==> config.mk <==
export PLATFORM = sky130hd
export DESIGN_NAME = yc_cfg_sched
export DESIGN_NICKNAME = d
export VERILOG_FILES = /design/src/rtl/yc_cfg_sched.sv
export SDC_FILE = /design/constraint.sdc
export NUM_CORES = 1
export LEC_CHECK = 0
export BUFFER_PORTS_ARGS = -buffer_cell sky130_fd_sc_hd__buf_2
export CORE_MARGIN = 5
export CORE_UTILIZATION = 52
export CTS_CLUSTER_SIZE = 30
export DETAILED_ROUTE_END_ITERATION = 12
export PLACE_DENSITY = 0.76
export SYNTH_ARGS = -nofsm -noshare
export SYNTH_HDL_FRONTEND = slang
export SYNTH_SLANG_ARGS = --single-unit
==> constraint.sdc <==
create_clock -name clk -period 1.6 [get_ports clk]
set_input_delay 0.08 -clock clk [delete_from_list [all_inputs] [get_ports clk]]
set_output_delay 0.08 -clock clk [all_outputs]
set_load 0.02 [all_outputs]
==> src/rtl/yc_cfg_sched.sv <==
// Encoder configuration scheduler: software writes shadow registers and commits them,
// and the active values switch over only on the next frame boundary. Also measures line length.
module yc_cfg_sched #(
   parameter logic [39:0] DEF_PHASE_INC = 40'd78715011372,
   parameter logic        DEF_PAL_EN    = 1'b0,
   parameter logic [26:0] DEF_CB_RANGE  = 27'd42189040,
   parameter int          TIMEOUT_W     = 22
) (
   input  logic        clk,
   input  logic        reset_n,
   input  logic        cfg_wr,
   input  logic [1:0]  cfg_addr,
   input  logic [31:0] cfg_wdata,
   output logic        cfg_ready,
   input  logic        hsync,
   input  logic        vsync,
   output logic [39:0] phase_inc,
   output logic        pal_en,
   output logic [26:0] colorburst_range,
   output logic        cfg_pending,
   output logic        cfg_err,
   output logic [11:0] line_len
);

   typedef enum logic [1:0] {
      ST_IDLE  = 2'd0,
      ST_ARMED = 2'd1,
      ST_APPLY = 2'd2
   } state_t;

   state_t               state_reg, state_next;
   logic [39:0]          sh_phase_reg;
   logic                 sh_pal_reg;
   logic [26:0]          sh_cb_reg;
   logic                 vsync_q_reg, hsync_q_reg;
   logic [TIMEOUT_W-1:0] wd_reg;
   logic [11:0]          line_cnt_reg;

   logic       cmd_wr, cmd_abort, cmd_commit;
   logic       vs_rise, hs_rise, wd_done;
   logic [9:0] sh_end;
   logic       sh_valid;
   logic       sh_wr, do_accept, do_reject, do_reload, do_apply;
   logic [11:0] line_inc;

   // Command register is always writable, so its decode does not need cfg_ready.
   assign cmd_wr     = cfg_wr && (cfg_addr == 2'd3);
   assign cmd_abort  = cmd_wr && cfg_wdata[1];
   assign cmd_commit = cmd_wr && cfg_wdata[0] && !cfg_wdata[1];
   assign vs_rise    = vsync && !vsync_q_reg;
   assign hs_rise    = hsync && !hsync_q_reg;
   assign wd_done    = &wd_reg;

   // A 10-bit end field can never exceed 1023, so only the ordering needs checking.
   assign sh_end   = sh_pal_reg ? sh_cb_reg[9:0] : sh_cb_reg[19:10];
   assign sh_valid = ({3'b000, sh_cb_reg[26:20]} < sh_end);

   assign line_inc = (line_cnt_reg == 12'hFFF) ? 12'hFFF : line_cnt_reg + 12'd1;

   always_ff @(posedge clk or negedge reset_n) begin
      if (!reset_n) begin
         state_reg <= ST_IDLE;
      end else begin
         state_reg <= state_next;
      end
   end

   always_comb begin
      state_next = state_reg;
      case (state_reg)
         ST_IDLE: begin
            if (cmd_commit && sh_valid) state_next = ST_ARMED;
         end
         ST_ARMED: begin
            if (cmd_abort)               state_next = ST_IDLE;
            else if (vs_rise || wd_done) state_next = ST_APPLY;
         end
         ST_APPLY: state_next = ST_IDLE;
         default:  state_next = ST_IDLE;
      endcase
   end

   always_comb begin
      cfg_ready = (state_reg == ST_IDLE) || (cfg_addr == 2'd3);
      sh_wr     = 1'b0;
      do_accept = 1'b0;
      do_reject = 1'b0;
      do_reload = 1'b0;
      do_apply  = 1'b0;
      case (state_reg)
         ST_IDLE: begin
            sh_wr     = cfg_wr && (cfg_addr != 2'd3);
            do_reload = cmd_abort;
            do_accept = cmd_commit && sh_valid;
            do_reject = cmd_commit && !sh_valid;
         end
         ST_ARMED: do_reload = cmd_abort;
         ST_APPLY: do_apply  = 1'b1;
         default: ;
      endcase
   end

   always_ff @(posedge clk or negedge reset_n) begin
      if (!reset_n) begin
         sh_phase_reg <= DEF_PHASE_INC;
         sh_pal_reg   <= DEF_PAL_EN;
         sh_cb_reg    <= DEF_CB_RANGE;
      end else if (do_reload) begin
         sh_phase_reg <= phase_inc;
         sh_pal_reg   <= pal_en;
         sh_cb_reg    <= colorburst_range;
      end else if (sh_wr) begin
         case (cfg_addr)
            2'd0: sh_phase_reg[31:0] <= cfg_wdata;
            2'd1: begin
               sh_phase_reg[39:32] <= cfg_wdata[7:0];
               sh_pal_reg          <= cfg_wdata[8];
            end
            2'd2: sh_cb_reg <= cfg_wdata[26:0];
            default: ;
         endcase
      end
   end

   // All active fields switch together so the encoder never sees a mixed configuration.
   always_ff @(posedge clk or negedge reset_n) begin
      if (!reset_n) begin
         phase_inc        <= DEF_PHASE_INC;
         pal_en           <= DEF_PAL_EN;
         colorburst_range <= DEF_CB_RANGE;
      end else if (do_apply) begin
         phase_inc        <= sh_phase_reg;
         pal_en           <= sh_pal_reg;
         colorburst_range <= sh_cb_reg;
      end
   end

   always_ff @(posedge clk or negedge reset_n) begin
      if (!reset_n) begin
         cfg_pending <= 1'b0;
         cfg_err     <= 1'b0;
         wd_reg      <= '0;
         vsync_q_reg <= 1'b0;
      end else begin
         if (do_accept)                  cfg_pending <= 1'b1;
         else if (do_apply || do_reload) cfg_pending <= 1'b0;
         if (do_accept)      cfg_err <= 1'b0;
         else if (do_reject) cfg_err <= 1'b1;
         wd_reg      <= (state_reg == ST_ARMED) ? wd_reg + {{(TIMEOUT_W-1){1'b0}}, 1'b1} : '0;
         vsync_q_reg <= vsync;
      end
   end

   always_ff @(posedge clk or negedge reset_n) begin
      if (!reset_n) begin
         hsync_q_reg  <= 1'b0;
         line_cnt_reg <= 12'd0;
         line_len     <= 12'd0;
      end else begin
         hsync_q_reg <= hsync;
         if (hs_rise) begin
            line_len     <= line_inc;
            line_cnt_reg <= 12'd0;
         end else begin
            line_cnt_reg <= line_inc;
         end
      end
   end

endmodule

**Yosys cells after proc, flatten, opt, wreduce, memory -nomap -nowiden**

Cells that the tools add are included.

- Add/subtract/negate cells: 2
- Mux-type cells: 27
- Div/mod/pow operators: 0
- Bitwise operators: 0
- Multiply operators: 0
- Order comparisons: 1
- Reductions and logical operators: 30
- Equal/unequal tests: 9
- Shift-type cells: 0

Operators with widths:

| cell | number |
|---|---|
| 2-to-1 mux 27 bit | 3 |
| 2-to-1 mux 40 bit | 2 |
| 2-to-1 mux 32 bit | 1 |
| 2-to-1 mux 12 bit | 2 |
| adder 22 x 1 -> 22 bit, second input constant | 1 |
| 2-to-1 mux 22 bit | 1 |
| AND reduction 22 bit | 1 |
| adder 12 x 1 -> 12 bit, second input constant | 1 |
| equality test 12 bit, second input constant | 1 |
| 2-to-1 mux 1 bit | 12 |
| nonzero test 2 bit | 6 |
| < comparator 7 x 10 -> 1 bit | 1 |
| 2-to-1 mux 10 bit | 1 |
| logical AND 1 bit | 9 |
| 2-to-1 mux 8 bit | 1 |
| AND reduction 2 bit | 4 |
| equality test 2 bit, second input constant | 3 |
| 2-to-1 mux 2 bit | 3 |
| equality test 2 x 1 -> 1 bit, second input constant | 2 |
| logical NOT 1 bit | 4 |
| logical NOT 2 bit | 2 |
| inequality test 2 bit, second input constant | 2 |
| case mux 2 bit (2 select lines) | 1 |
| logical OR 1 bit | 3 |
| 2 further kinds | 2 |

- Bits in latches: 0
- Memory bits (read-only): 0
- Input port bits: 39
- Bits in writable memories: 0
- Memories: 0
- Logic and storage cells: 84
- Register bits after elaboration: 188

**Logic depth before layout (Yosys ltp)**

- Word-level depth: 8
- Mapped depth: 7
- Gate-level depth less buffers: 6

**Worst setup path before layout**

Ideal clock, no wire load.

- Path type: reg-to-reg
- From: register sh_pal_reg
- To: register state_reg[0]
- Arrival: 1.597 ns
- Setup time: 0.145 ns
- Path slack: -0.142 ns
- Cell stages (with the launch flop): 7
- Period minus slack after synthesis: 1.742 ns
- Path through: dfrtp_1 buf_2 mux2i_1 ha_1 o21ai_0 a2111oi_2 o32ai_1

- Cells in the longest elaborated chain, start to end: 5

Ends and longest elaborated chain:

| what | line | text |
|---|---|---|
| from (decl) | 33 | `logic sh_pal_reg;` |
| from (signal assigned) | 110 | `sh_pal_reg <= pal_en;` |
| from (signal assigned) | 117 | `sh_pal_reg <= cfg_wdata[8];` |
| 2-to-1 mux 10 bit | 55 | `assign sh_end = sh_pal_reg ? sh_cb_reg[9:0] : sh_cb_reg[19:10];` |
| < comparator 7 x 10 -> 1 bit | 56 | `assign sh_valid = ({3'b000, sh_cb_reg[26:20]} < sh_end);` |
| logical AND 1 bit | 72 | `if (cmd_commit && sh_valid) state_next = ST_ARMED;` |
| inequality test 2 bit (no source line) | - |  |
| AND reduction 2 bit (no source line) | - |  |
| to (signal assigned) | 64 | `state_reg <= state_next;` |
| to (decl) | 31 | `state_t state_reg, state_next;` |

Every way passes these cells.
A chain may end at the register's enable or synchronous reset.

**Worst setup path in the final report**

Same ends and word-level chain as after synthesis.

==> impl_results.rst <==
.. list-table::
   :header-rows: 1

   * - Metric
     - Value
   * - Clock sink count
     - 188
   * - Pwr Density
     - 1560 nW/um^2
   * - Cell with the most instances after synthesis
     - sky130_fd_sc_hd__dfrtp_1
   * - Portion of the post-synthesis area used by sequential elements
     - 0.5763
   * - Finished Layout Cells
     - approximately 1100
   * - Post-route clock skew
     - just under 0.007 ns
   * - Routed wire length
     - approximately 20000 um
   * - # rows
     - 46
   * - Worst-skew pair later-pin latency
     - between 0.4 and 0.5 ns
   * - Number of endpoints with negative hold slack in the final report
     - 0
   * - Core occupancy in the finished layout
     - 0.6880
   * - Total standard cell area after synthesis
     - ~8300 sq um
   * - Largest net degree at the start of global routing
     - 71
   * - Layout-stage area growth over the synthesis result
     - 31.04%
   * - Ys flop type
     - sky130_fd_sc_hd__dfrtp_1
   * - Share of flip-flops with an asynchronous set or reset after synthesis
     - 1.000
   * - CP Data Required Time
     - approximately 1.9 ns
   * - Horizontal die dimension
     - 136.2 um
   * - Dpl hpwl
     - 12840 um
   * - Count of input and output buffers
     - around 120
   * - Pins over their slew limit
     - 0
   * - First DRT Iteration DRCs
     - between 200 and 300
   * - Worst Hold Class
     - input pin to flop
   * - Endpoint class of the critical path
     - flop
   * - Bufs on Longest Clock Path
     - 2
   * - Average detailed-routed wire length per instance
     - 17.49 um
   * - Num CTS Buffers
     - 17
   * - Largest driver fanout on the critical path
     - 5
   * - Vias after detailed routing
     - between 6000 and 7000
   * - Effective utilization at floorplan
     - 0.5251
   * - Residual DRC
     - 0
   * - Final worst slack
     - -0.1867 ns
   * - Synth top cells by count
     - sky130_fd_sc_hd__dfrtp_1 (134), sky130_fd_sc_hd__nor2_1 (98), sky130_fd_sc_hd__a21oi_1 (86), sky130_fd_sc_hd__mux2i_1 (78), sky130_fd_sc_hd__mux2_2 (68)
   * - N_diodes
     - 0
   * - Fin Hold WS
     - ~0.016 ns
   * - Synth unique cells
     - 47
   * - Slowest stage cell, crit path
     - sky130_fd_sc_hd__dfrtp_2
   * - Register cell area after layout
     - 4773 sq um
   * - Status
     - finished with violations
   * - CP cell instances
     - buf_6 > mux2i_1 > ha_1 > nand2_2 > o21a_1 > o211ai_1 > o32ai_2
   * - Cell type with the largest total area after synthesis
     - sky130_fd_sc_hd__dfrtp_1
   * - Post-synth EDFFs
     - 0
   * - I/O pins
     - 122
   * - Violated checks
     - negative setup slack
   * - Cells after Synth
     - 705
   * - Sort of element at the start of the critical path
     - flop
   * - Global placement routability congestion
     - roughly 0.8
   * - Combined area of the multi-input logic cells
     - 3468 sq um
   * - Worst supply voltage drop on vdd
     - roughly 0.00085 V
   * - Path type of the worst setup path
     - flop to flop
   * - Reported leakage power
     - between 5 and 6 nW
   * - Net count reported at finish
     - approximately 950
   * - Tot GR Track Use
     - 0.2152
   * - CTS tree
     - done
   * - Clock-pin slew reported for the worst setup and hold paths after clock tree synthesis
     - ~0.07 ns
   * - RSZ-0062 raised after global routing
     - true
   * - Vias per cell
     - 5.393
   * - Number of antenna violations at the first check in global routing
     - 1
   * - FF+latch count, synth
     - around 190
   * - Worst slew margin relative to its limit
     - 0.6636
   * - TNS Setup
     - -1.849 ns
   * - Peak per-stage delay on the critical path
     - between 0.4 and 0.5 ns
   * - Final critical delay including setup and external delays
     - 1.787 ns
   * - Actual slew at the worst max-slew pin
     - between 0.5 and 0.6 ns
   * - Share of final-layout standard cells stronger than drive strength 1
     - 0.4098
   * - Die height
     - about 140 um
   * - H-tree lvl count
     - 4
   * - Area share of the leading cell type in the synthesized netlist
     - 0.4050
   * - Congestion Overflow GR
     - 0
   * - Vias in the first global route
     - between 6000 and 7000
   * - Portion of the clock cycle consumed by the worst path in the final layout
     - 1.117
   * - First-pass GRT wire length
     - slightly above 30000 um
   * - Filler cells
     - 1171
   * - Overall power after layout
     - 16.93 mW
   * - Max-Cap Viols
     - 0
   * - Highest achievable clock rate
     - approximately 560 MHz
   * - Core area
     - approximately 16000 sq um
   * - TritonRoute pass-1 iters
     - 5
   * - Mean Syn Cell Area
     - approximately 12 sq um
   * - Number of placed instances, taps included
     - 1056
   * - Ranking of synthesized cells by area
     - sky130_fd_sc_hd__dfrtp_1 (40%), sky130_fd_sc_hd__dfstp_2 (17%), sky130_fd_sc_hd__mux2i_1 (9.4%)
   * - Final setup violating endpoints
     - 34
   * - Synthesized netlist net count
     - ~750
   * - Post-DRT Antenna Nets
     - 0
   * - Number of warnings reported in the yosys synthesis log
     - 0
   * - Worst Path Arrival
     - about 2.1 ns
   * - Floorplan die area
     - between 15000 and 20000 sq um
   * - Root buf cell
     - sky130_fd_sc_hd__clkbuf_16
[worst paths after layout]
check	startpoint	endpoint	slack [ns]	cells past startpoint
setup / recovery	sh_pal_reg	state_reg[0]	-0.19	7
hold / removal	cfg_wdata[26]	sh_phase_reg[26]	0.02	3
setup reg to reg	sh_pal_reg	state_reg[0]	-0.19	7
hold reg to reg	wd_reg[0]	wd_reg[0]	0.47	1
max in group asynchronous	reset_n	phase_inc[5]	0.74	3
min in group asynchronous	reset_n	phase_inc[19]	0.18	2
[logic make-up (layout without fill, tap and decap cells)]
group / count (synthesis) / count (layout) / synth area share
xor+xnor: 16 / 16 / 0.01692
simple gates: 179 / 179 / 0.1024
buf+inv: 46 / 261 / 0.02523
compound gates: 122 / 122 / 0.08024
mux: 146 / 146 / 0.1868
fa+ha+maj: 8 / 8 / 0.01209
flops: 188 / 188 / 0.5763
[power by group]
| group | total, mW | switching, mW | internal [mW] |
|---|---|---|---|
| clock | 4.61 | 1.83 | 2.78 |
| sequential | 7.56 | 1.07 | 6.49 |
| combinational | 4.76 | 2.67 | 2.09 |
| total | 16.9 | 5.57 | 11.4 |
[layout by cell type, fill, tap and decap left out, drive strengths merged, types with 3 or more instances in the layout]
| cell | count |
|---|---|
| or4 | 4 |
| nand3 | 11 |
| a31oi | 5 |
| mux2i | 78 |
| buf | 187 |
| bufinv | 5 |
| a21oi | 86 |
| nor2 | 98 |
| clkbuf | 21 |
| o31ai | 3 |
| dfrtp | 134 |
| dlygate4sd3 | 33 |
| mux2 | 68 |
| nand4 | 10 |
| xnor2 | 6 |
| nor3 | 5 |
| nor2b | 5 |
| nand2 | 22 |
| or3 | 7 |
| clkinv | 4 |
| o211ai | 3 |
| and2 | 3 |
| ha | 8 |
| xor2 | 10 |
| dfstp | 54 |
| inv | 9 |
| o21ai | 18 |
| and4 | 3 |
[metal layers]
metal	track usage	part of all wire
met5	0	0.0010
met4	0.06327	0.016
met3	0.05885	0.046
met2	0.3415	0.49
met1	0.2920	0.45
[worst max-delay path, delay by kind of cell, from the launching register on]
kind	cells	cell delay, ns
muxes	1	0.13
DFF	1	0.41
and+or+nand+nor	1	0.07
AOI/OAI and AO/OA	3	0.57
buffers and inverters	1	0.14
adders and majority gates	1	0.33
[per-stage QoR]
step / worst slack, ns / instance area (sq um)
after global placement: -0.2088 / 9540
final: -0.1867 / 10850
after floorplan: -0.08408 / 8317
after CTS: -0.1536 / 10620
after detailed placement: -0.3191 / 9540
after global routing: -0.2764 / 10850
[area by class of cell]
cell class,instances,area share
Tap cell,216,0.02491
Clock inverter,14,0.01983
Multi-Input combinational cell,471,0.3196
Inverter,6,0.002076
Sequential cell,188,0.4399
Timing Repair Buffer,223,0.1541
Clock buffer,18,0.03955
[repair_timing]
action                                  CTS  global route
resized for setup                         8            46
pin swaps                                 9            34
gates cloned                              2             3
setup buffers                             4             9
endpoints found under the setup margin   19            66
hold buffers                             33             0
hold endpoints to repair                110             0
(Power assumes the default switching activity.)
